[src/rtl/pc_fetch_unit_if.sv]
// Instruction-fetch request handshake between the PC stage and instruction memory.
//   fetchValid : request valid (driven by the fetch stage)
//   fetchPC    : word-aligned fetch address (driven by the fetch stage)
//   fetchReady : memory accepts the current request (driven by the memory side)
interface pc_fetch_unit_if;
    logic        fetchValid;
    logic        fetchReady;
    logic [63:0] fetchPC;

    modport master (
        output fetchValid,
        output fetchPC,
        input  fetchReady
    );

    modport slave (
        input  fetchValid,
        input  fetchPC,
        output fetchReady
    );
endinterface

[src/rtl/pc_fetch_unit.sv]
// LEGv8 program-counter / fetch-request stage.
// Holds the architectural PC, issues fetch requests over valid/ready and
// redirects to branchPC + (signExtImm << 2) on a taken branch, pulsing flush.
// Ports:
//   CLOCK, nRESET    : rising-edge clock, asynchronous active-low reset
//   branchTaken      : combined taken decision from the branch OR gate
//   branchPC         : address of the resolving branch
//   signExtImm       : sign-extended word offset
//   fetch            : fetch request handshake (master side)
//   flush            : one-cycle squash pulse per sampled taken branch
//   redirectPending  : a branch target is waiting behind a stalled request
module pc_fetch_unit #(
    parameter logic [63:0] RESET_PC = 64'h0
) (
    input  logic                CLOCK,
    input  logic                nRESET,
    input  logic                branchTaken,
    input  logic [63:0]         branchPC,
    input  logic [63:0]         signExtImm,
    pc_fetch_unit_if.master     fetch,
    output logic                flush,
    output logic                redirectPending
);

    localparam int unsigned ADDR_W = 64;
    localparam logic [ADDR_W-1:0] WORD_MASK = ~ADDR_W'(3);
    localparam logic [ADDR_W-1:0] PC_STEP   = ADDR_W'(4);

    typedef enum logic [1:0] {
        IDLE  = 2'd0,
        FETCH = 2'd1,
        HOLD  = 2'd2
    } state_t;

    state_t             state_q, state_d;
    logic [ADDR_W-1:0]  pc_q, pc_d;
    logic [ADDR_W-1:0]  tgt_q, tgt_d;
    logic               valid_q, valid_d;
    logic               flush_q, flush_d;
    logic               pend_q, pend_d;

    logic [ADDR_W-1:0]  target;
    logic               accept;

    // Branch target, wrapping mod 2^64 and forced onto a word boundary.
    assign target = (branchPC + (signExtImm << 2)) & WORD_MASK;
    assign accept = valid_q & fetch.fetchReady;

    // State register.
    always_ff @(posedge CLOCK or negedge nRESET) begin
        if (!nRESET) begin
            state_q <= IDLE;
        end else begin
            state_q <= state_d;
        end
    end

    // Next-state logic.
    always_comb begin
        state_d = state_q;
        case (state_q)
            IDLE:    state_d = FETCH;
            FETCH:   if (branchTaken && !accept) state_d = HOLD;
            HOLD:    if (accept) state_d = FETCH;
            default: state_d = IDLE;
        endcase
    end

    // Next values for PC, stored target and the registered outputs.
    always_comb begin
        pc_d    = pc_q;
        tgt_d   = tgt_q;
        flush_d = branchTaken;
        valid_d = (state_d != IDLE);
        pend_d  = (state_d == HOLD);
        case (state_q)
            IDLE: begin
                if (branchTaken) pc_d = target;
            end
            FETCH: begin
                if (branchTaken) begin
                    // A stalled request must stay stable, so park the target.
                    if (accept) pc_d = target;
                    else        tgt_d = target;
                end else if (accept) begin
                    pc_d = pc_q + PC_STEP;
                end
            end
            HOLD: begin
                // Newest taken branch overrides any parked target.
                if (branchTaken) tgt_d = target;
                if (accept)      pc_d  = branchTaken ? target : tgt_q;
            end
            default: ;
        endcase
    end

    // Datapath and output registers.
    always_ff @(posedge CLOCK or negedge nRESET) begin
        if (!nRESET) begin
            pc_q    <= RESET_PC & WORD_MASK;
            tgt_q   <= '0;
            valid_q <= 1'b0;
            flush_q <= 1'b0;
            pend_q  <= 1'b0;
        end else begin
            pc_q    <= pc_d;
            tgt_q   <= tgt_d;
            valid_q <= valid_d;
            flush_q <= flush_d;
            pend_q  <= pend_d;
        end
    end

    assign fetch.fetchValid = valid_q;
    assign fetch.fetchPC    = pc_q;
    assign flush            = flush_q;
    assign redirectPending  = pend_q;

endmodule

[src/flat_wrapper.sv]
// flat-port wrapper written by rule: the top's interface ports become plain ports
module pc_fetch_unit_flat 
#(
    parameter logic [63:0] RESET_PC = 64'h0
)
  (CLOCK, nRESET, branchTaken, branchPC, signExtImm, flush, redirectPending, fetch_fetchValid, fetch_fetchPC, fetch_fetchReady);
  pc_fetch_unit_if fetch_i ();
  input  logic CLOCK;
  input  logic nRESET;
  input  logic branchTaken;
  input  logic [63:0] branchPC;
  input  logic [63:0] signExtImm;
  output logic flush;
  output logic redirectPending;
  output wire logic [$bits(fetch_i.fetchValid)-1:0] fetch_fetchValid;
  output wire logic [$bits(fetch_i.fetchPC)-1:0] fetch_fetchPC;
  input wire logic [$bits(fetch_i.fetchReady)-1:0] fetch_fetchReady;
  assign fetch_fetchValid = fetch_i.fetchValid;
  assign fetch_fetchPC = fetch_i.fetchPC;
  assign fetch_i.fetchReady = fetch_fetchReady;
  pc_fetch_unit #(.RESET_PC(RESET_PC)) u_core (.CLOCK(CLOCK), .nRESET(nRESET), .branchTaken(branchTaken), .branchPC(branchPC), .signExtImm(signExtImm), .fetch(fetch_i), .flush(flush), .redirectPending(redirectPending));
endmodule
[config.mk]
export PLATFORM = sky130hd
export DESIGN_NAME = pc_fetch_unit_flat
export DESIGN_NICKNAME = d
export VERILOG_FILES = /design/src/rtl/pc_fetch_unit_if.sv /design/src/rtl/pc_fetch_unit.sv /design/src/flat_wrapper.sv
export SDC_FILE = /design/constraint.sdc
export NUM_CORES = 1
export LEC_CHECK = 0
export CAP_MARGIN = 20
export CORE_MARGIN = 5
export CORE_UTILIZATION = 59
export CTS_BUF_LIST = sky130_fd_sc_hd__clkbuf_8
export CTS_CLUSTER_SIZE = 12
export DETAILED_ROUTE_END_ITERATION = 8
export HOLD_SLACK_MARGIN = 0.15
export PLACE_DENSITY = 0.95
export SKIP_CTS_REPAIR_TIMING = 1
export SYNTH_ARGS = -nofsm -noshare
export SYNTH_HDL_FRONTEND = slang
export SYNTH_SLANG_ARGS = --single-unit
[constraint.sdc]
create_clock -name CLOCK -period 5.4 [get_ports CLOCK]
set_input_delay 1.08 -clock CLOCK [delete_from_list [all_inputs] [get_ports CLOCK]]
set_output_delay 1.08 -clock CLOCK [all_outputs]
set_load 0.01 [all_outputs]
Yosys cells after proc, flatten, opt, wreduce, memory -nomap -nowiden
Index checks and enable logic that the tools add are counted.
{"block": "word_totals", "register_bits": 133, "wordCells": 38}
{"block": "op_classes", "add_sub_neg": 2, "eq_ne": 8, "n_mux": 13, "bitwise_logic": 1, "n_reduce_logical": 8}
{"op": "64-bit two-way mux", "n": 8}
{"op": "64-bit case mux with 3 select lines", "n": 1}
{"op": "64-bit case mux with 2 select lines", "n": 1}
{"op": "64-bit by 3-bit adder with 64-bit output (second input constant)", "n": 1}
{"op": "64-bit adder", "n": 1}
{"op": "2-bit inequality test (second input constant)", "n": 3}
{"op": "2-bit case mux with 3 select lines", "n": 1}
{"op": "2-bit == test (second input constant)", "n": 2}
{"op": "2-bit two-way mux", "n": 2}
{"op": "2-bit by 1-bit inequality test with 1-bit output (second input constant)", "n": 2}
{"op": "4-bit AND reduction", "n": 1}
{"op": "2-bit nonzero test", "n": 2}
{"op": "3-bit AND reduction", "n": 1}
{"op": "3-bit nonzero test", "n": 1}
{"op": "2-bit by 1-bit == test with 1-bit output (second input constant)", "n": 1}
{"op": "2-bit logical NOT", "n": 1}
{"op": "1-bit AND", "n": 1}
{"op": "1-bit logical AND", "n": 1}
{"op": "1-bit logical NOT", "n": 1}

Depth between registers and ports, before layout
{"block": "depth", "word_depth": 6, "depth_mapped": 13, "mapped_depth_nobuf": 13}

Least setup slack after synthesis
Ideal clock, no wire load.
{"block": "synth_path", "path_kind": "input port to flip-flop", "startpoint": "input port branchPC[2]", "endpoint": "register u_core.pc_q[56] (netlist: u_core.fetch.fetchPC[56])", "setup_ps": 126, "arrival_ps": 3585, "t_required_ps": 5274, "setup_slack_ps": 1690, "cell_stages": 13, "path_buffers": 0, "cell_sequence": "ha_1 > inv_1 > fa_1 > nor2b_1 > o211ai_1 > a31o_2 > o21ai_0 > a31oi_1 > o311ai_2 > o21ai_1 > o21ai_0 > xor2_1 > a221o_1"}
{"block": "synth_between", "elab_chain_len": 4, "word_cells_on_any_way": 7}
{"item": "start, declared", "line_no": "flat_wrapper.sv:11", "rtl": "input logic [63:0] branchPC;"}
{"item": "64-bit adder (*)", "line_no": "pc_fetch_unit.sv:46", "rtl": "assign target = (branchPC + (signExtImm << 2)) & WORD_MASK;"}
{"item": "64-bit two-way mux (on tied branches)", "line_no": "pc_fetch_unit.sv:78, pc_fetch_unit.sv:83"}
{"item": "64-bit two-way mux (on tied branches)", "line_no": "pc_fetch_unit.sv:92, pc_fetch_unit.sv:81"}
{"item": "64-bit case mux with 3 select lines (*)", "line_no": "pc_fetch_unit.sv:76", "rtl": "case (state_q)"}
{"item": "end signal, assigned", "line_no": "pc_fetch_unit.sv:101", "rtl": "pc_q <= RESET_PC & WORD_MASK;"}
{"item": "end signal, assigned", "line_no": "pc_fetch_unit.sv:107", "rtl": "pc_q <= pc_d;"}
{"item": "end, declared", "line_no": "pc_fetch_unit.sv:36", "rtl": "logic [ADDR_W-1:0] pc_q, pc_d;"}
Mark *: on every way between the ends. The rest lies on a longest branch, timed or not. The select of a mux whose other input is x is not followed.
A chain may end at the register's enable or synchronous reset.

Worst setup path in the final report
{"block": "layout_path", "startpoint": "input port branchPC[2]", "endpoint": "register u_core.tgt_q[62]"}
{"block": "layout_between", "elab_chain_len": 4, "word_cells_on_any_way": 5}
{"item": "64-bit adder (*)", "line_no": "pc_fetch_unit.sv:46"}
{"item": "64-bit two-way mux", "line_no": "pc_fetch_unit.sv:83", "rtl": "if (accept) pc_d = target;"}
{"item": "64-bit two-way mux", "line_no": "pc_fetch_unit.sv:81", "rtl": "if (branchTaken) begin"}
{"item": "64-bit case mux with 2 select lines (*)", "line_no": "pc_fetch_unit.sv:76"}
{"item": "end signal, assigned", "line_no": "pc_fetch_unit.sv:108", "rtl": "tgt_q <= tgt_d;"}
{"item": "end, declared", "line_no": "pc_fetch_unit.sv:37", "rtl": "logic [ADDR_W-1:0] tgt_q, tgt_d;"}
Marked as above.

==> flow_metrics.env <==
export IMPL_synth_warnings=0
export IMPL_ctsLongestPathBuffers=2
export IMPL_min_path_type="register to register"
export IMPL_layout_min_cycle_time_ns=4.65
export IMPL_grt_max_degree=69
export IMPL_maxCapViolations=0
export IMPL_start_util_pct=60.2
export IMPL_antenna_found_initial=0
export IMPL_most_common_layout_cells="201 x nand2_1, 193 x clkdlybuf4s50_1, 148 x o21ai_0"
export IMPL_nets=1704
export IMPL_p_sw_share_pct=45.9
export IMPL_crit_type="input pin to register"
export IMPL_total_power_mw=6.23
export IMPL_slowest_stage="a211oi_1"
export IMPL_drc_errors=0
export IMPL_synth_fp_nets=1552
export IMPL_synth_area_mm2=0.0109
export IMPL_pre_cts_slack_ns=0.434
export IMPL_layout_setup_ws_ns=0.746
export IMPL_core_mm2=0.0180
export IMPL_routabilityCongestion=0.985
export IMPL_hold_viol_final=0
export IMPL_ioPinCount=199
export IMPL_yosys_most_used_dff="dfrtp_1"
export IMPL_ir_worst_vdd_v=0.000474
export IMPL_fmaxAchievable_mhz=215
export IMPL_clkLatencyLatePin_ns=0.47
export IMPL_wl_per_cell_um=20.0
export IMPL_die_w_um=146
export IMPL_synth_edf_count=0
export IMPL_path_max_fanout=4
export IMPL_ys_seq_area_share_pct=30.7
export IMPL_ys_ff_latch=133
export IMPL_viasPerCell=6.73
export IMPL_crit_chain="clkdlybuf4s50_1 > ha_1 > inv_1 > fa_1 > nor2b_1 > o211ai_1 > a31oi_1 > o2bb2ai_1 > a211oi_1 > o21ai_0 > a21oi_1 > o31ai_1 > xnor2_1 > o21ai_0"
export IMPL_power_density_mw_per_mm2=469
export IMPL_cts_tree="built"
export IMPL_htreeDepth=4
export IMPL_intPower_mw=3.37
export IMPL_synth_cells=1352
export IMPL_row_count=49
export IMPL_cts_reportedPaths_clkPinSlew_ns=0.07
export IMPL_cts_sinks=133
export IMPL_grt_pass1_wl_um=55200
export IMPL_seqPwrFrac_pct=32.1
export IMPL_clkPwrFrac_pct=12.9
export IMPL_ys_types=76
export IMPL_tightest_slew_ns=1.03
export IMPL_critPathRequiredTime_ns=5.70
export IMPL_grt_use_total_pct=31.1
export IMPL_start_kind="input pin"
export IMPL_crit_top_cell="o21ai_0"
export IMPL_layout_commonest_cell="nand2_1"
export IMPL_syn_avg_cell_area_um2=8.03
export IMPL_fin_crit_sh_pct=86.2
export IMPL_routed_wl_um=34800
export IMPL_fillCellCount=1328
export IMPL_netSwitchingPower_mw=2.86
export IMPL_rsz0062_at_grt="no"
export IMPL_layout_drive_gt1_share_pct=6.42
export IMPL_hpwl_um=26100
export IMPL_max_stage_delay_ns=0.65
export IMPL_status="finished, final reports clean"
export IMPL_comb_power_share_pct=55.0
export IMPL_finalSetupViolCount=0
export IMPL_chipHeight_um=146
export IMPL_synthArstFlopShare_pct=100
export IMPL_vias=11718
export IMPL_fin_setup_tns_ns=0
export IMPL_syn_to_final_growth_pct=22.3
export IMPL_grt_ovfl_total=0
export IMPL_critPathArrivalTime_ns=4.95
export IMPL_first_iter_violations=1537
export IMPL_drtPass1Iterations=6
export IMPL_clock_root_buffer="clkbuf_8"
export IMPL_port_buffers=194
export IMPL_n_antenna_cell=0
export IMPL_slew_violations=0
export IMPL_p_leak_nw=5.43
export IMPL_cts_buffers=17
export IMPL_ant_nets=0
export IMPL_grt_pass1_vias=11209
export IMPL_crit_path_end_kind="register"
export IMPL_max_slew_margin_pct=30.6
export IMPL_die_area_mm2=0.0212
export IMPL_clock_skew_ns=0.0177
[path summary, 6_finish.rpt]
kind	startpoint	end	slack [ns]	cells after the start
setup / recovery	branchPC[2]	u_core.tgt_q[62]$_DFFE_PN0P_	0.75	14
hold / removal	u_core.tgt_q[2]$_DFFE_PN0P_	u_core.tgt_q[2]$_DFFE_PN0P_	0.48	2
setup reg to reg	u_core.fetch.fetchPC[2]$_DFFE_PN0P_	u_core.fetch.fetchPC[46]$_DFFE_PN0P_	1.97	11
hold reg to reg	u_core.tgt_q[2]$_DFFE_PN0P_	u_core.tgt_q[2]$_DFFE_PN0P_	0.48	2
max in group asynchronous	nRESET	u_core.tgt_q[59]$_DFFE_PN0P_	3.66	2
min in group asynchronous	nRESET	u_core.flush$_DFF_PN0_	0.74	1
[layer usage]
| layer | wire length, um | GRT usage (%) | vias up |
|---|---|---|---|
| li1 | - | - | 5279 |
| met1 | 13300 | 39.6 | 5524 |
| met2 | 16200 | 50.3 | 794 |
| met3 | 3870 | 7.54 | 121 |
| met4 | 1430 | 13.7 | 0 |
| met5 | 0 | 0 | - |
[flip-flops by register name (all words and copies together) (netlist names)]
name                     cells
u_core.tgt_q                64
u_core.flush                 1
u_core.fetch.fetchValid      1
u_core.redirectPending       1
u_core.state_q               2
u_core.fetch.fetchPC        64
[kinds of logic (layout without fill, tap and decap cells)]
| kind of cell | Yosys count | count (layout) | share of synthesized area, % |
|---|---|---|---|
| multiplexers | 35 | 35 | 3.60 |
| AND/OR/NAND/NOR | 459 | 459 | 19.5 |
| XOR/XNOR | 93 | 93 | 7.50 |
| AO/OA/AOI/OAI | 451 | 451 | 26.9 |
| flip-flops | 133 | 133 | 30.7 |
| adder cells (fa/ha/maj) | 68 | 68 | 7.91 |
| buffers and inverters | 113 | 273 | 3.94 |
[synth_stat cells, types with 32 or more instances]
master	number	area share (%)
xor2_1	37	3.0
dfrtp_1	133	31
ha_1	67	7.7
nor2_1	83	2.9
o21ai_0	148	6.8
nand2_1	202	7.0
clkbuf_1	68	2.4
mux2_2	32	3.3
xnor2_1	56	4.5
nand4_1	32	1.8
nand3_1	42	1.9
inv_1	39	1.3
a21oi_1	107	4.9
[stage by stage]
stage | util [%] | hold WS, ns | cells | area, um2
2_1_floorplan | - | 0.440 | 1352 | 10900
3_3_place_gp | 71.7 | 0.456 | 1714 | 12900
3_5_place_dp | 71.7 | 0.462 | 1714 | 12900
4_1_cts | 73.6 | 0.477 | 1741 | 13300
5_1_grt | 73.6 | 0.511 | 1741 | 13300
6_report | 73.6 | 0.481 | 1741 | 13300
[cell type report]
type | count | area (um2) | area share, %
multi-input cells | 1106 | 7120 | 53.6
flip-flops and latches | 133 | 3330 | 25.1
repair buffers | 207 | 2040 | 15.3
well taps | 229 | 287 | 2.16
clock buffers | 20 | 275 | 2.07
inverters | 39 | 146 | 1.10
clock inverters | 7 | 83.8 | 0.631
[critical path: cells and delay by family]
kind / cells / cell delay (ns)
adders and majority gates: 2 / 0.44
and+or+nand+nor: 1 / 0.07
AOI/OAI and AO/OA: 8 / 2.55
xor gates and xnor gates: 1 / 0.32
buffers and inverters: 2 / 0.49
[power by group through the flow]
stage	registers, mW	clock network [mW]	logic (mW)
floorplan	1.93	0	2.08
global placement	1.94	0	3.18
detailed placement	1.98	0	3.34
CTS	1.97	0.793	3.36
global route	2.05	0.841	3.71
finish	2.00	0.805	3.42
No activity file was read; power rests on OpenSTA's default activity.
==> RTL edit 1 (same settings) <==
Put one more register stage on the output `redirectPending`, cleared by the reset. The value now appears one clock later. The other outputs are not delayed to match.
--- a/src/rtl/pc_fetch_unit.sv
+++ b/src/rtl/pc_fetch_unit.sv
@@ -117,3 +117,9 @@
     assign flush            = flush_q;
-    assign redirectPending  = pend_q;
+    always_ff @(posedge CLOCK or negedge nRESET) begin
+        if (!nRESET) begin
+            redirectPending <= '0;
+        end else begin
+            redirectPending <= pend_q;
+        end
+    end
 
Formal check against the unedited RTL: not equivalent (Yosys sat finds a counterexample within 4 cycles, from zero or initial values and one cycle with nRESET low).
==> RTL edit 1 against the original RTL <==
The flow now finishes with violations (DRC); power rose by 1.4%; global-route usage rose by 0.70 points; synthesized area rose by 0.23%; fmax rose by 1.3%; final area rose by 0.62%; routed wire length rose by 1.2%; sequential cell count rose by 1; setup slack improved by 0.058 ns; hold slack got worse by 0.13 ns; first-iteration DRC count rose by 8.9%; non-clock buffer count rose by 4; critical path type unchanged.
==> RTL edit 1: results (changes against the original RTL) <==
metric;value;unit;change
maxUsedRoutingLayer;met4;;
post_synth_xor_xnor_area;0.0749;;-0.000173
drt_iter0_drc;1674;;+8.9%
skew_pair_late_insertion_delay;0.46;ns;
cpLargestDelayFamily;compound AO/OA/AOI/OAI gates;;
met3WireLength;3890;um;+0.67%
n_antenna_cell;0;;unchanged
failed_checks;DRC;;
synth_fa_ha_area_frac;0.0789;;-0.000182
drt-pass1-iter-count;9;;+3
met2RoutedLength;16300;um;+0.89%
grt_antenna_before_repair;0;;unchanged
synthesis.nets;1553;;+0.064%
fillers;1298;;-2.3%
route.vias.total;11800;;+0.77%
post_synth_num_cell_types;76;;unchanged
cpPeakStageDelay;0.55;ns;-0.10 ns
yosys-top-cells-count;nand2_1, o21ai_0, dfrtp_1;;
seq_area_frac_synth;0.308;;+0.00159
internal_power;3.41;mW;+1.1%
met1Wirelength;13300;um;+0.43%
fin_skew;0.0160;ns;-0.00166 ns
ys_async_sr_fraction;1.00;;unchanged
clock_tree.root_cell;clkbuf_8;;
p_leak;5.47;nW;+0.87%
clock_tree.buffer_depth;2;;unchanged
peakVddDrop;0.328;mV;-31%
maxSlewHeadroom;0.234;;-0.0726
arrival;4.92;ns;-0.03 ns
number_of_global_route_vias_before_repair;11400;;+1.3%
fraction_of_final_layout_cells_sized_beyond_drive_strength_1;0.0683;;+0.00418
holdCritPathClass;flip-flop to flip-flop;;
netlist_top_cells_area;dfrtp_1, ha_1, nand2_1;;
drc_errors;11;;+11
run_status;finished with violations;;
wirelength;35200;um;+1.2%
complex_gate_fraction_of_the_synthesized_area;0.268;;-0.000618
htree_levels;4;;unchanged
synth.mux.area_fraction;0.0359;;-0.0000827
design.final.nets;1709;;+0.29%
grt_start_max_net_pins;72;;+4.3%
place_hpwl;25900;um;-0.71%
gp_congestion;0.981;;-0.36%
cts_buffers;17;;unchanged
first_pass_grt_wire_length;56000;um;+1.4%
grt_use_total;0.318;;+0.00701
critical-path-slowest-cell;a31oi_1;;
## RTL edit 1: cells by family after synthesis
group / Yosys count
buf+inv: 113
flops: 134
simple gates: 459
compound gates: 451
xor+xnor: 93
mux: 35
fa+ha+maj: 68
## RTL edit 1: layout make-up
class / count / share of cell area
Timing Repair Buffer: 211 / 0.155
Multi-Input combinational cell: 1106 / 0.533
Inverter: 39 / 0.0110
Clock buffer: 20 / 0.0206
Tap cell: 229 / 0.0215
Sequential cell: 134 / 0.251
Clock inverter: 12 / 0.00834
## RTL edit 1: path summary, 6_finish.rpt
kind / to / depth (start not counted) / slack [ns] / start
worst min-delay path: u_core.redirectPending / 0 / 0.35 / u_core.pend_q
min in group asynchronous: u_core.fetch.fetchPC[21] / 1 / 0.75 / nRESET
max in group asynchronous: u_core.fetch.fetchPC[44] / 2 / 3.62 / nRESET
worst max register to register: u_core.fetch.fetchPC[46] / 11 / 1.87 / u_core.fetch.fetchPC[2]
worst max-delay path: u_core.fetch.fetchPC[58] / 14 / 0.80 / signExtImm[0]
worst min register to register: u_core.redirectPending / 0 / 0.35 / u_core.pend_q
## RTL edit 1: power groups by stage
stage	clock network (mW)	registers, mW	logic [mW]
finish	0.837	2.01	3.47
global route	0.881	2.06	3.74
CTS	0.835	1.98	3.39
detailed placement	0	1.99	3.36
global placement	0	1.96	3.21
floorplan	0	1.94	2.08
## RTL edit 1: metal layers
layer | track usage | vias to the layer above
met1 | 0.403 | 5531
met5 | 0 | -
met4 | 0.148 | 0
met3 | 0.0838 | 163
met2 | 0.508 | 813
li1 | - | 5301
## RTL edit 1: per-stage QoR
stage	cell area, sq um	cells	total power [mW]	utilization	setup slack [ns]
2_1_floorplan	10900	1353	4.02	-	1.69
3_3_place_gp	13000	1719	5.16	0.717	0.557
3_5_place_dp	13000	1719	5.35	0.717	0.431
4_1_cts	13400	1751	6.21	0.739	0.884
5_1_grt	13400	1751	6.68	0.739	0.632
6_report	13400	1751	6.32	0.739	0.804
==> RTL edit 2 (same flow settings) <==
Made on the original files. Make the reset (`nRESET`) synchronous in 2 clocked blocks. Comments in the files are not updated.
--- a/src/rtl/pc_fetch_unit.sv
+++ b/src/rtl/pc_fetch_unit.sv
@@ -49,3 +49,3 @@
     // State register.
-    always_ff @(posedge CLOCK or negedge nRESET) begin
+    always_ff @(posedge CLOCK) begin
         if (!nRESET) begin
@@ -98,3 +98,3 @@
     // Datapath and output registers.
-    always_ff @(posedge CLOCK or negedge nRESET) begin
+    always_ff @(posedge CLOCK) begin
         if (!nRESET) begin
Behaviour: differs if nRESET is asserted again (counterexample within 4 cycles, from zero or initial values and one cycle with nRESET low); with nRESET held inactive, the same outputs for 4 cycles.
==> RTL edit 2 against the original RTL <==
Synthesized area increased by 0.48%; final area shrank 0.17%; routed wire length rose by 11%; setup slack worse by 0.091 ns; cell count is 9.0% higher; hold slack lost 0.028 ns; global-route usage increased by 3.0 points; sequential cell count is the same; critical path type unchanged.
Power is not compared: it rests on default switching activity, and its combinational part moved more than twofold at a synthesized area within 25%.
==> RTL edit 2: results (changes against the original RTL) <==
metric;value;unit;change
met2RoutedLength;17600;um;+8.5%
number_of_routed_nets_with_antenna_violations;0;;unchanged
place_hpwl;27300;um;+4.6%
skew_pair_late_insertion_delay;0.47;ns;about the same
route.vias.total;12800;;+9.2%
fin_skew;0.0126;ns;-0.00507 ns
port-buffer-count;194;;unchanged
synth_cells;1532;;+13%
stdcell_count;1897;;+9.0%
clock_tree.root_cell;clkbuf_8;;
fraction_of_final_layout_cells_sized_beyond_drive_strength_1;0.0474;;-0.0168
drt_iter0_drc;1899;;+24%
first_pass_grt_wire_length;60500;um;+9.6%
drt-pass1-iter-count;8;;+2
arrival;5.07;ns;+0.12 ns
maxUsedRoutingLayer;met4;;
synth.largest_area_cell;dfxtp_1;;
met1Wirelength;14200;um;+6.8%
holdCritPathClass;flip-flop to flip-flop;;
synthesis.nets;1732;;+12%
max_slew.worst_pin.slew;1.05;ns;+0.0173 ns
grt_use_total;0.341;;+0.0299
n_antenna_cell;0;;unchanged
number_of_global_route_vias_before_repair;12100;;+7.8%
ys_async_sr_fraction;0;;-1.00
internal_power;2.19;mW;
grt_antenna_before_repair;0;;unchanged
run_status;completed;;
yosys-top-cells-count;nand2_1, a21oi_1, o21ai_0;;
fillers;1368;;+3.0%
detail_route.wl_per_cell;20.3;um;+1.6%
netlist_top_cells_area;dfxtp_1, nand2_1, ha_1;;
grt_start_max_net_pins;74;;+7.2%
largest_fanout_on_the_critical_path;3;;-1
gp_congestion;0.928;;-5.8%
peakVddDrop;0.139;mV;
post_synth_num_cell_types;80;;+5.3%
met3WireLength;4910;um;+27%
seq_area_frac_synth;0.244;;-0.0625
==> RTL edit 2: logic make-up after synthesis <==
| family | synth area share |
|---|---|
| AND/OR/NAND/NOR | 0.234 |
| multiplexers | 0.00195 |
| flip-flops | 0.244 |
| buffers and inverters | 0.0474 |
| adder cells (fa/ha/maj) | 0.0787 |
| XOR/XNOR | 0.0907 |
| AO/OA/AOI/OAI | 0.303 |
==> RTL edit 2: worst paths after layout <==
| check | start | end | slack, ns | cells past startpoint |
|---|---|---|---|---|
| setup / recovery | signExtImm[0] | u_core.fetch.fetchPC[52] | 0.65 | 13 |
| hold / removal | u_core.tgt_q[30] | u_core.tgt_q[30] | 0.45 | 2 |
| setup reg to reg | u_core.fetch.fetchPC[2] | u_core.fetch.fetchPC[50] | 1.87 | 11 |
| hold reg to reg | u_core.tgt_q[30] | u_core.tgt_q[30] | 0.45 | 2 |
==> RTL edit 2: per-stage QoR <==
stage               utilization  hold slack (ns)  worst slack [ns]  cell area [sq um]
floorplan                     -            0.432              1.35              10900
global placement          0.711            0.438             0.406              12900
detailed placement        0.711            0.445             0.323              12900
CTS                       0.733            0.455             0.805              13300
global route              0.733            0.474             0.564              13300
finish                    0.733            0.454             0.655              13300
==> RTL edit 2: per-layer routing <==
layer	track usage	vias to the layer above
met3	0.0934	191
met2	0.559	908
met4	0.168	0
li1	-	5830
met5	0	-
met1	0.412	5868
==> RTL edit 2: worst max-delay path, cell delays in order <==
cell and delay, ns:
clkdlybuf4s50_1 0.42, ha_1 0.22, fa_1 0.42, a211o_1 0.33, a211oi_1 0.36, o21ai_0 0.35
a2111o_1 0.47, and3_1 0.24, a31oi_1 0.35, o21ba_2 0.24, xor2_1 0.35, o21ba_2 0.19
o31ai_1 0.05
==> RTL edit 2: layout make-up <==
class	instances	area [sq um]	share of cell area
multi-input cells	1268	7740	0.584
flip-flops and latches	133	2660	0.201
repair buffers	214	2090	0.157
clock buffers	21	289	0.0218
well taps	229	287	0.0216
clock inverters	11	108	0.00812
inverters	21	78.8	0.00595
==> RTL edit 2: power groups by stage <==
stage,combinational [mW],clock (mW),sequential (mW)
CTS,1.45,0.848,1.27
global placement,1.40,0,1.28
finish,1.50,0.852,1.28
floorplan,0.850,0,1.28
detailed placement,1.44,0,1.29
global route,1.60,0.891,1.29
